**src/rtl/sqrt_frac.sv**
```systemverilog
// Fixed-point square root, dout = floor(sqrt(din * 4^FRAC_W)), BPC radix-2 digits per clock.
// Define SQRT_REM_EN to add the dout_rem port (din*4^FRAC_W - dout^2).
module sqrt_frac #(
    parameter int DIN_W  = 32,
    parameter int FRAC_W = 0,
    parameter int BPC    = 1,
    localparam int DOUT_W = (DIN_W + 1) / 2 + FRAC_W
) (
    input  logic              clk,
    input  logic              rst,
    input  logic [DIN_W-1:0]  din,
    input  logic              din_valid,
    output logic              din_ready,
    output logic [DOUT_W-1:0] dout,
    output logic              dout_valid,
    input  logic              dout_ready
`ifdef SQRT_REM_EN
    ,
    output logic [DOUT_W:0]   dout_rem
`endif
);

    localparam int N_ITER = (DOUT_W + BPC - 1) / BPC;
    // Q_W pads the root to a whole number of steps; extra top bits always resolve to 0.
    localparam int Q_W    = N_ITER * BPC;
    localparam int RAD_W  = 2 * Q_W;
    localparam int RM_W   = Q_W + 1;
    localparam int SH_W   = Q_W + 3;
    localparam int CNT_W  = $clog2(N_ITER + 1);

    typedef enum logic [1:0] {S_IDLE, S_CALC, S_DONE} state_t;

    state_t             r_state, w_next;
    logic               r_din_ready, r_dout_valid;
    logic [CNT_W-1:0]   r_cnt;
    logic [RAD_W-1:0]   r_rad;
    logic [Q_W-1:0]     r_q;
    logic [RM_W-1:0]    r_rem;
    logic [DOUT_W-1:0]  r_dout;

    logic [BPC:0][Q_W-1:0]    w_q;
    logic [BPC:0][RM_W-1:0]   w_r;
    logic [BPC-1:0][SH_W-1:0] w_sh, w_trial;

    // Restoring recurrence: bring down two radicand bits, try subtracting 4q+1.
    always_comb begin
        w_q[0]  = r_q;
        w_r[0]  = r_rem;
        w_sh    = '0;
        w_trial = '0;
        for (int k = 0; k < BPC; k++) begin
            w_sh[k]    = {w_r[k], r_rad[RAD_W-1-2*k -: 2]};
            w_trial[k] = SH_W'({w_q[k], 2'b01});
            if (w_sh[k] >= w_trial[k]) begin
                w_r[k+1] = RM_W'(w_sh[k] - w_trial[k]);
                w_q[k+1] = (w_q[k] << 1) | Q_W'(1);
            end else begin
                w_r[k+1] = RM_W'(w_sh[k]);
                w_q[k+1] = w_q[k] << 1;
            end
        end
    end

    always_ff @(posedge clk or posedge rst) begin
        if (rst) r_state <= S_IDLE;
        else     r_state <= w_next;
    end

    always_comb begin
        w_next = r_state;
        case (r_state)
            S_IDLE:  if (din_valid && r_din_ready) w_next = S_CALC;
            S_CALC:  if (r_cnt == CNT_W'(1))      w_next = S_DONE;
            S_DONE:  if (dout_ready)              w_next = S_IDLE;
            default: w_next = S_IDLE;
        endcase
    end

    always_ff @(posedge clk or posedge rst) begin
        if (rst) begin
            r_din_ready  <= 1'b0;
            r_dout_valid <= 1'b0;
            r_cnt        <= '0;
            r_rad        <= '0;
            r_q          <= '0;
            r_rem        <= '0;
            r_dout       <= '0;
        end else begin
            r_din_ready  <= (w_next == S_IDLE);
            r_dout_valid <= (w_next == S_DONE);
            case (r_state)
                S_IDLE: if (w_next == S_CALC) begin
                    r_rad <= RAD_W'(din) << (2 * FRAC_W);
                    r_q   <= '0;
                    r_rem <= '0;
                    r_cnt <= CNT_W'(N_ITER);
                end
                S_CALC: begin
                    r_rad <= r_rad << (2 * BPC);
                    r_q   <= w_q[BPC];
                    r_rem <= w_r[BPC];
                    r_cnt <= r_cnt - CNT_W'(1);
                    if (r_cnt == CNT_W'(1)) r_dout <= w_q[BPC][DOUT_W-1:0];
                end
                default: ;
            endcase
        end
    end

`ifdef SQRT_REM_EN
    logic [DOUT_W:0] r_dout_rem;

    always_ff @(posedge clk or posedge rst) begin
        if (rst)                                  r_dout_rem <= '0;
        else if (r_state == S_CALC && r_cnt == CNT_W'(1)) r_dout_rem <= w_r[BPC][DOUT_W:0];
    end

    assign dout_rem = r_dout_rem;
`endif

    assign din_ready  = r_din_ready;
    assign dout_valid = r_dout_valid;
    assign dout       = r_dout;

endmodule
```
**config.mk**
```make
export PLATFORM = sky130hd
export DESIGN_NAME = sqrt_frac
export DESIGN_NICKNAME = d
export VERILOG_FILES = /design/src/rtl/sqrt_frac.sv
export SDC_FILE = /design/constraint.sdc
export NUM_CORES = 1
export LEC_CHECK = 0
export CAP_MARGIN = 10
export CORE_MARGIN = 3
export CORE_UTILIZATION = 49
export CTS_CLUSTER_SIZE = 16
export DETAILED_ROUTE_END_ITERATION = 16
export PLACE_DENSITY = 0.71
export REMOVE_ABC_BUFFERS = 1
export SLEW_MARGIN = 20
export SYNTH_ARGS = -nofsm -noshare
export SYNTH_HDL_FRONTEND = slang
export SYNTH_SLANG_ARGS = --single-unit
```
**constraint.sdc**
```tcl
create_clock -name clk -period 4.2 [get_ports clk]
set_clock_uncertainty 0.2 [all_clocks]
set_input_delay 1.26 -clock clk [delete_from_list [all_inputs] [get_ports clk]]
set_output_delay 1.26 -clock clk [all_outputs]
set_load 0.01 [all_outputs]
```
Word-level counts from Yosys, hierarchy flattened:

Index checks and enable logic that the tools add are counted.

* register bits after elaboration: 90
* input port bits: 36
* logic and storage cells: 37

* mux-type cells: 14
* $add $sub $neg: 2
* equal/unequal tests: 6
* $lt $le $gt $ge: 1
* reduce and logical (&&, ||, !) cells: 6

Operators by type and width (count)
* one-hot mux 32 bit (2 select lines): 1
* 2-to-1 mux 17 bit: 2
* one-hot mux 17 bit (2 select lines): 1
* 2-to-1 mux 32 bit: 1
* one-hot mux 16 bit (2 select lines): 1
* greater-or-equal comparator 19 x 18 -> 1 bit: 1
* subtractor 17 bit: 1
* 2-to-1 mux 16 bit: 1
* one-hot mux 5 bit (2 select lines): 1
* 2-to-1 mux 2 bit: 3
* one-hot mux 2 bit (3 select lines): 1
* equality test 5 x 1 -> 1 bit (second input constant): 1
* 2-to-1 mux 5 bit: 1
* subtractor 5 x 1 -> 5 bit (second input constant): 1
* equality test 2 x 1 -> 1 bit (second input constant): 2
* equality test 2 bit (second input constant): 2
* zero test 2 bit: 2
* AND reduction 2 bit: 2
* inequality test 2 bit (second input constant): 1
* nonzero test 2 bit: 1
* logical AND 1 bit: 1
* 2-to-1 mux 1 bit: 1

Logic depth before layout (Yosys ltp):

* depth after elaboration: 6
* mapped depth: 11
* depth with buffers taken out: 9

Least setup slack after synthesis:

Ideal clock, no wire load.

* path type: input-to-reg
* from: input din_valid
* to: register r_rad[30]
* stages: 4
* arrival time: 2.080 ns
* slack: 1.788 ns
* path buffers: 1
* setup time: 0.133 ns
* path through: and3_1 -> nor2_1 -> clkbuf_1 -> a21oi_1

* cells in the longest elaborated chain, start to end: 6

RTL lines
* start, declared: RTL line 12 `input logic din_valid,`
* logical AND 1 bit: RTL line 72 `S_IDLE: if (din_valid && r_din_ready) w_next = S_CALC;`
* 2-to-1 mux 2 bit: RTL line 72
* one-hot mux 2 bit (3 select lines): RTL line 71 `case (r_state)`
* equality test 2 x 1 -> 1 bit: RTL line 92 `S_IDLE: if (w_next == S_CALC) begin`
* inequality test 2 bit (no source line)
* AND reduction 2 bit (no source line)
* end signal, assigned: RTL line 93 `r_rad <= RAD_W'(din) << (2 * FRAC_W);`
* end signal, assigned: RTL line 99 `r_rad <= r_rad << (2 * BPC);`
* end, declared: RTL line 36 `logic [RAD_W-1:0] r_rad;`

Every way passes these cells.
A chain may end at the register's enable or synchronous reset.

Worst setup path in the final report:

* from: register r_q[11]
* to: register r_rem[11]

* cells in the longest elaborated chain, start to end: 3

RTL lines
* start, declared: RTL line 37 `logic [Q_W-1:0] r_q;`
* start signal, assigned: RTL line 100 `r_q <= w_q[BPC];`
* greater-or-equal comparator 19 x 18 -> 1 bit: RTL line 54 `if (w_sh[k] >= w_trial[k]) begin`
* 2-to-1 mux 17 bit: RTL line 54
* one-hot mux 17 bit (2 select lines): RTL line 91 `case (r_state)`
* end signal, assigned: RTL line 101 `r_rem <= w_r[BPC];`
* end, declared: RTL line 38 `logic [RM_W-1:0] r_rem;`

Every way passes these cells.

==> results.json <==
{
  "drc": 0,
  "cp_max_fo": 12,
  "clk_latency_ns": 0.37,
  "max_cap_viol_count": 0,
  "drive_gt1_frac": 0.0693,
  "area_delta_synth_final_pct": 17.5,
  "path_cells": "inv_1, ha_1, a21oi_2, nand2_1, a21oi_1, o41ai_2, a41o_1, nand2_1, o211ai_1",
  "viasPerCell": 5.71,
  "die_w_um": 102,
  "grtUsageMet1": 0.289,
  "clk_pin_slew_worst_paths_ns": 0.10,
  "firstDrtPassIters": 5,
  "grt_use_total": 0.208,
  "totalWireLength_mm": 10.1,
  "power_per_cell_area_mw_per_mm2": 924,
  "synth_cell_types": 50,
  "worstSetupEndpointType": "register",
  "max_stage_delay_ns": 0.51,
  "timing.hold.ws_ns": 0.284,
  "required_ns": 4.29,
  "relSlewSlack": 0.362,
  "max_freq_ghz": 0.342,
  "cts_buffers": 9,
  "grt_util_met3": 0.0423,
  "synthesis.area_mm2": 0.00456,
  "num-nets-final": 599,
  "worstMarginPinSlew_ns": 0.954,
  "fin_tns_setup_ns": 0,
  "die_height_um": 102,
  "die_area_mm2": 0.0105,
  "grt_setup_unrepaired": "no",
  "worst_hold_path_type": "reg -> reg",
  "antenna_found_initial": 0,
  "post_cts_resized": 0,
  "yosysWarnings": 0,
  "antenna_left": 0,
  "worstSetupPathType": "reg -> reg",
  "worst_setup_path_start_kind": "register",
  "crit_top_cell": "nand2_1",
  "gp_congestion": 0.875,
  "cp.arrival_ns": 3.02,
  "busiest_layer": "met2",
  "drt_iter0_markers": 175,
  "clockRootBuffer": "clkbuf_8",
  "vias": 3749,
  "final_cell_mix": "90 x dfrtp_1, 70 x nor2_1, 53 x clkdlybuf4s50_1, 52 x nand2_1, 48 x nand3_1",
  "grt_pass1_wl_mm": 17.5,
  "post-dp-hpwl_mm": 6.92,
  "cp.buffers_inverters": 1,
  "final_common_cell": "dfrtp_1",
  "cts_max_level": 3,
  "met2_usage": 0.335,
  "crit_path_top_delay_cell": "a41o_1",
  "wire_per_inst_um": 15.4,
  "start_util": 0.513,
  "peakVddDrop_uv": 658,
  "final_hold_viol_count": 0,
  "crit_family": "compound AO/OA/AOI/OAI gates",
  "leakage_nw": 2.30,
  "clock_sinks": 90,
  "clockBufferDepth": 2,
  "grt-ovfl-total": 0,
  "ys_ff_latch": 90,
  "antenna-diode-count": 0,
  "coreArea_mm2": 0.00889,
  "period_needed_ns": 2.92,
  "fin_crit_sh": 0.696,
  "drv_slew": 0,
  "postCtsSetupBuffers": 0,
  "first_global_vias": 3678,
  "dp_slack_ns": 1.28,
  "grt_max_degree": 57,
  "rows": 34,
  "setup_viol": 0,
  "seq_area_frac_synth": 0.494,
  "syn_avg_cell_area_um2": 9.12,
  "fin_ws_ns": 1.28,
  "ios": 54,
  "status": "finished clean",
  "syn_inst": 500,
  "io_buffers": 53,
  "ctsHoldBuffers": 0,
  "cts_tree": "yes"
}
[routing by layer]
metal,vias to the layer above,share of wire
li1,1850,-
met1,1816,0.48
met2,75,0.47
met3,8,0.045
met4,0,0.0092
met5,-,0
[where the power goes]
group / switching [mW] / internal (mW)
Clock: 0.346 / 0.226
Sequential: 0.250 / 1.28
Combinational: 1.69 / 1.17
Total: 2.28 / 2.67
[flip-flops by register name (all words and copies together), names as in the netlist]
signal      count
din_ready       1
dout           16
dout_valid      1
r_cnt           5
r_q            16
r_rad          32
r_rem          17
r_state         2
[per-stage QoR]
step / utilization / power, mW / instance area [µm²] / std cells
6_report: 0.603 / 4.95 / 5360 / 656
5_1_grt: 0.603 / 5.41 / 5360 / 656
4_1_cts: 0.603 / 4.98 / 5360 / 656
3_5_place_dp: 0.582 / 4.39 / 5170 / 640
3_3_place_gp: 0.582 / 4.29 / 5170 / 640
2_1_floorplan: - / 3.61 / 4450 / 472
[Yosys cell counts (all sizes together)]
| master | n | area, µm² |
|---|---|---|
| a211o | 1 | 8.76 |
| clkbuf | 16 | 60.1 |
| o221ai | 1 | 8.76 |
| nor2b | 1 | 6.26 |
| o21ai | 53 | 265 |
| and3 | 1 | 6.26 |
| or3 | 1 | 6.26 |
| a32o | 1 | 10.0 |
| inv | 26 | 97.6 |
| nor3b | 1 | 7.51 |
| o41ai | 1 | 16.3 |
| xnor2 | 9 | 78.8 |
| a21boi | 1 | 7.51 |
| nand2 | 52 | 195 |
| nand3 | 50 | 255 |
| nand2b | 5 | 31.3 |
| a32oi | 6 | 52.6 |
| xor2 | 5 | 43.8 |
| dfrtp | 90 | 2250 |
| a41oi | 1 | 27.5 |
| or4 | 2 | 15.0 |
| a21bo | 1 | 10.0 |
| a31oi | 1 | 12.5 |
| a311o | 1 | 10.0 |
| nand4 | 4 | 25.0 |
| a41o | 1 | 10.0 |
| buf | 12 | 52.6 |
| nor4 | 1 | 12.5 |
| mux2i | 1 | 10.0 |
| nor4b | 1 | 8.76 |
| a211oi | 4 | 35.0 |
| o211ai | 3 | 32.5 |
| o311ai | 3 | 51.3 |
| nor3 | 4 | 20.0 |
| o31ai | 1 | 7.51 |
| o21a | 3 | 22.5 |
| o22ai | 31 | 194 |
| nor2 | 70 | 263 |
| a21o | 3 | 22.5 |
| a21oi | 11 | 58.8 |
| ha | 20 | 250 |
[worst paths after layout]
check | end | slack (ns) | cells after the start | from
worst max-delay path | r_rem[11]$_DFFE_PP0P_ | 1.28 | 9 | r_q[11]$_DFFE_PP0P_
worst min-delay path | dout[14]$_DFFE_PP0P_ | 0.28 | 2 | dout[14]$_DFFE_PP0P_
worst max register to register | r_rem[11]$_DFFE_PP0P_ | 1.28 | 9 | r_q[11]$_DFFE_PP0P_
worst min register to register | dout[14]$_DFFE_PP0P_ | 0.28 | 2 | dout[14]$_DFFE_PP0P_
max in group asynchronous | r_rad[27]$_DFFE_PP0P_ | 1.91 | 3 | rst
min in group asynchronous | dout[15]$_DFFE_PP0P_ | 1.10 | 2 | rst
[worst register-to-register path, stage by stage (launching register included)]
cell      delay [ns]
dfrtp_1         0.36
inv_1           0.07
ha_1            0.42
a21oi_2         0.12
nand2_1         0.10
a21oi_1         0.08
o41ai_2         0.44
a41o_1          0.51
nand2_1         0.31
o211ai_1        0.24
[layout make-up]
cell class              instances  area, µm²
fillers                       784       3530
flip-flops and latches         90       2250
inverters                      26       98.8
clock inverters                 7       61.3
repair buffers                 60        583
clock buffers                   9        124
multi-input cells             356       2110
well taps                     108        135
[logic make-up (layout without fill, tap and decap cells)]
group	Yosys count	count (layout)	synth area share
flops	90	90	0.494
buf+inv	54	102	0.0461
compound gates	128	128	0.189
xor+xnor	14	14	0.0269
fa+ha+maj	20	20	0.0549
mux	1	1	0.00219
simple gates	193	193	0.187
Note: power is estimated with default switching activity, not from simulation.
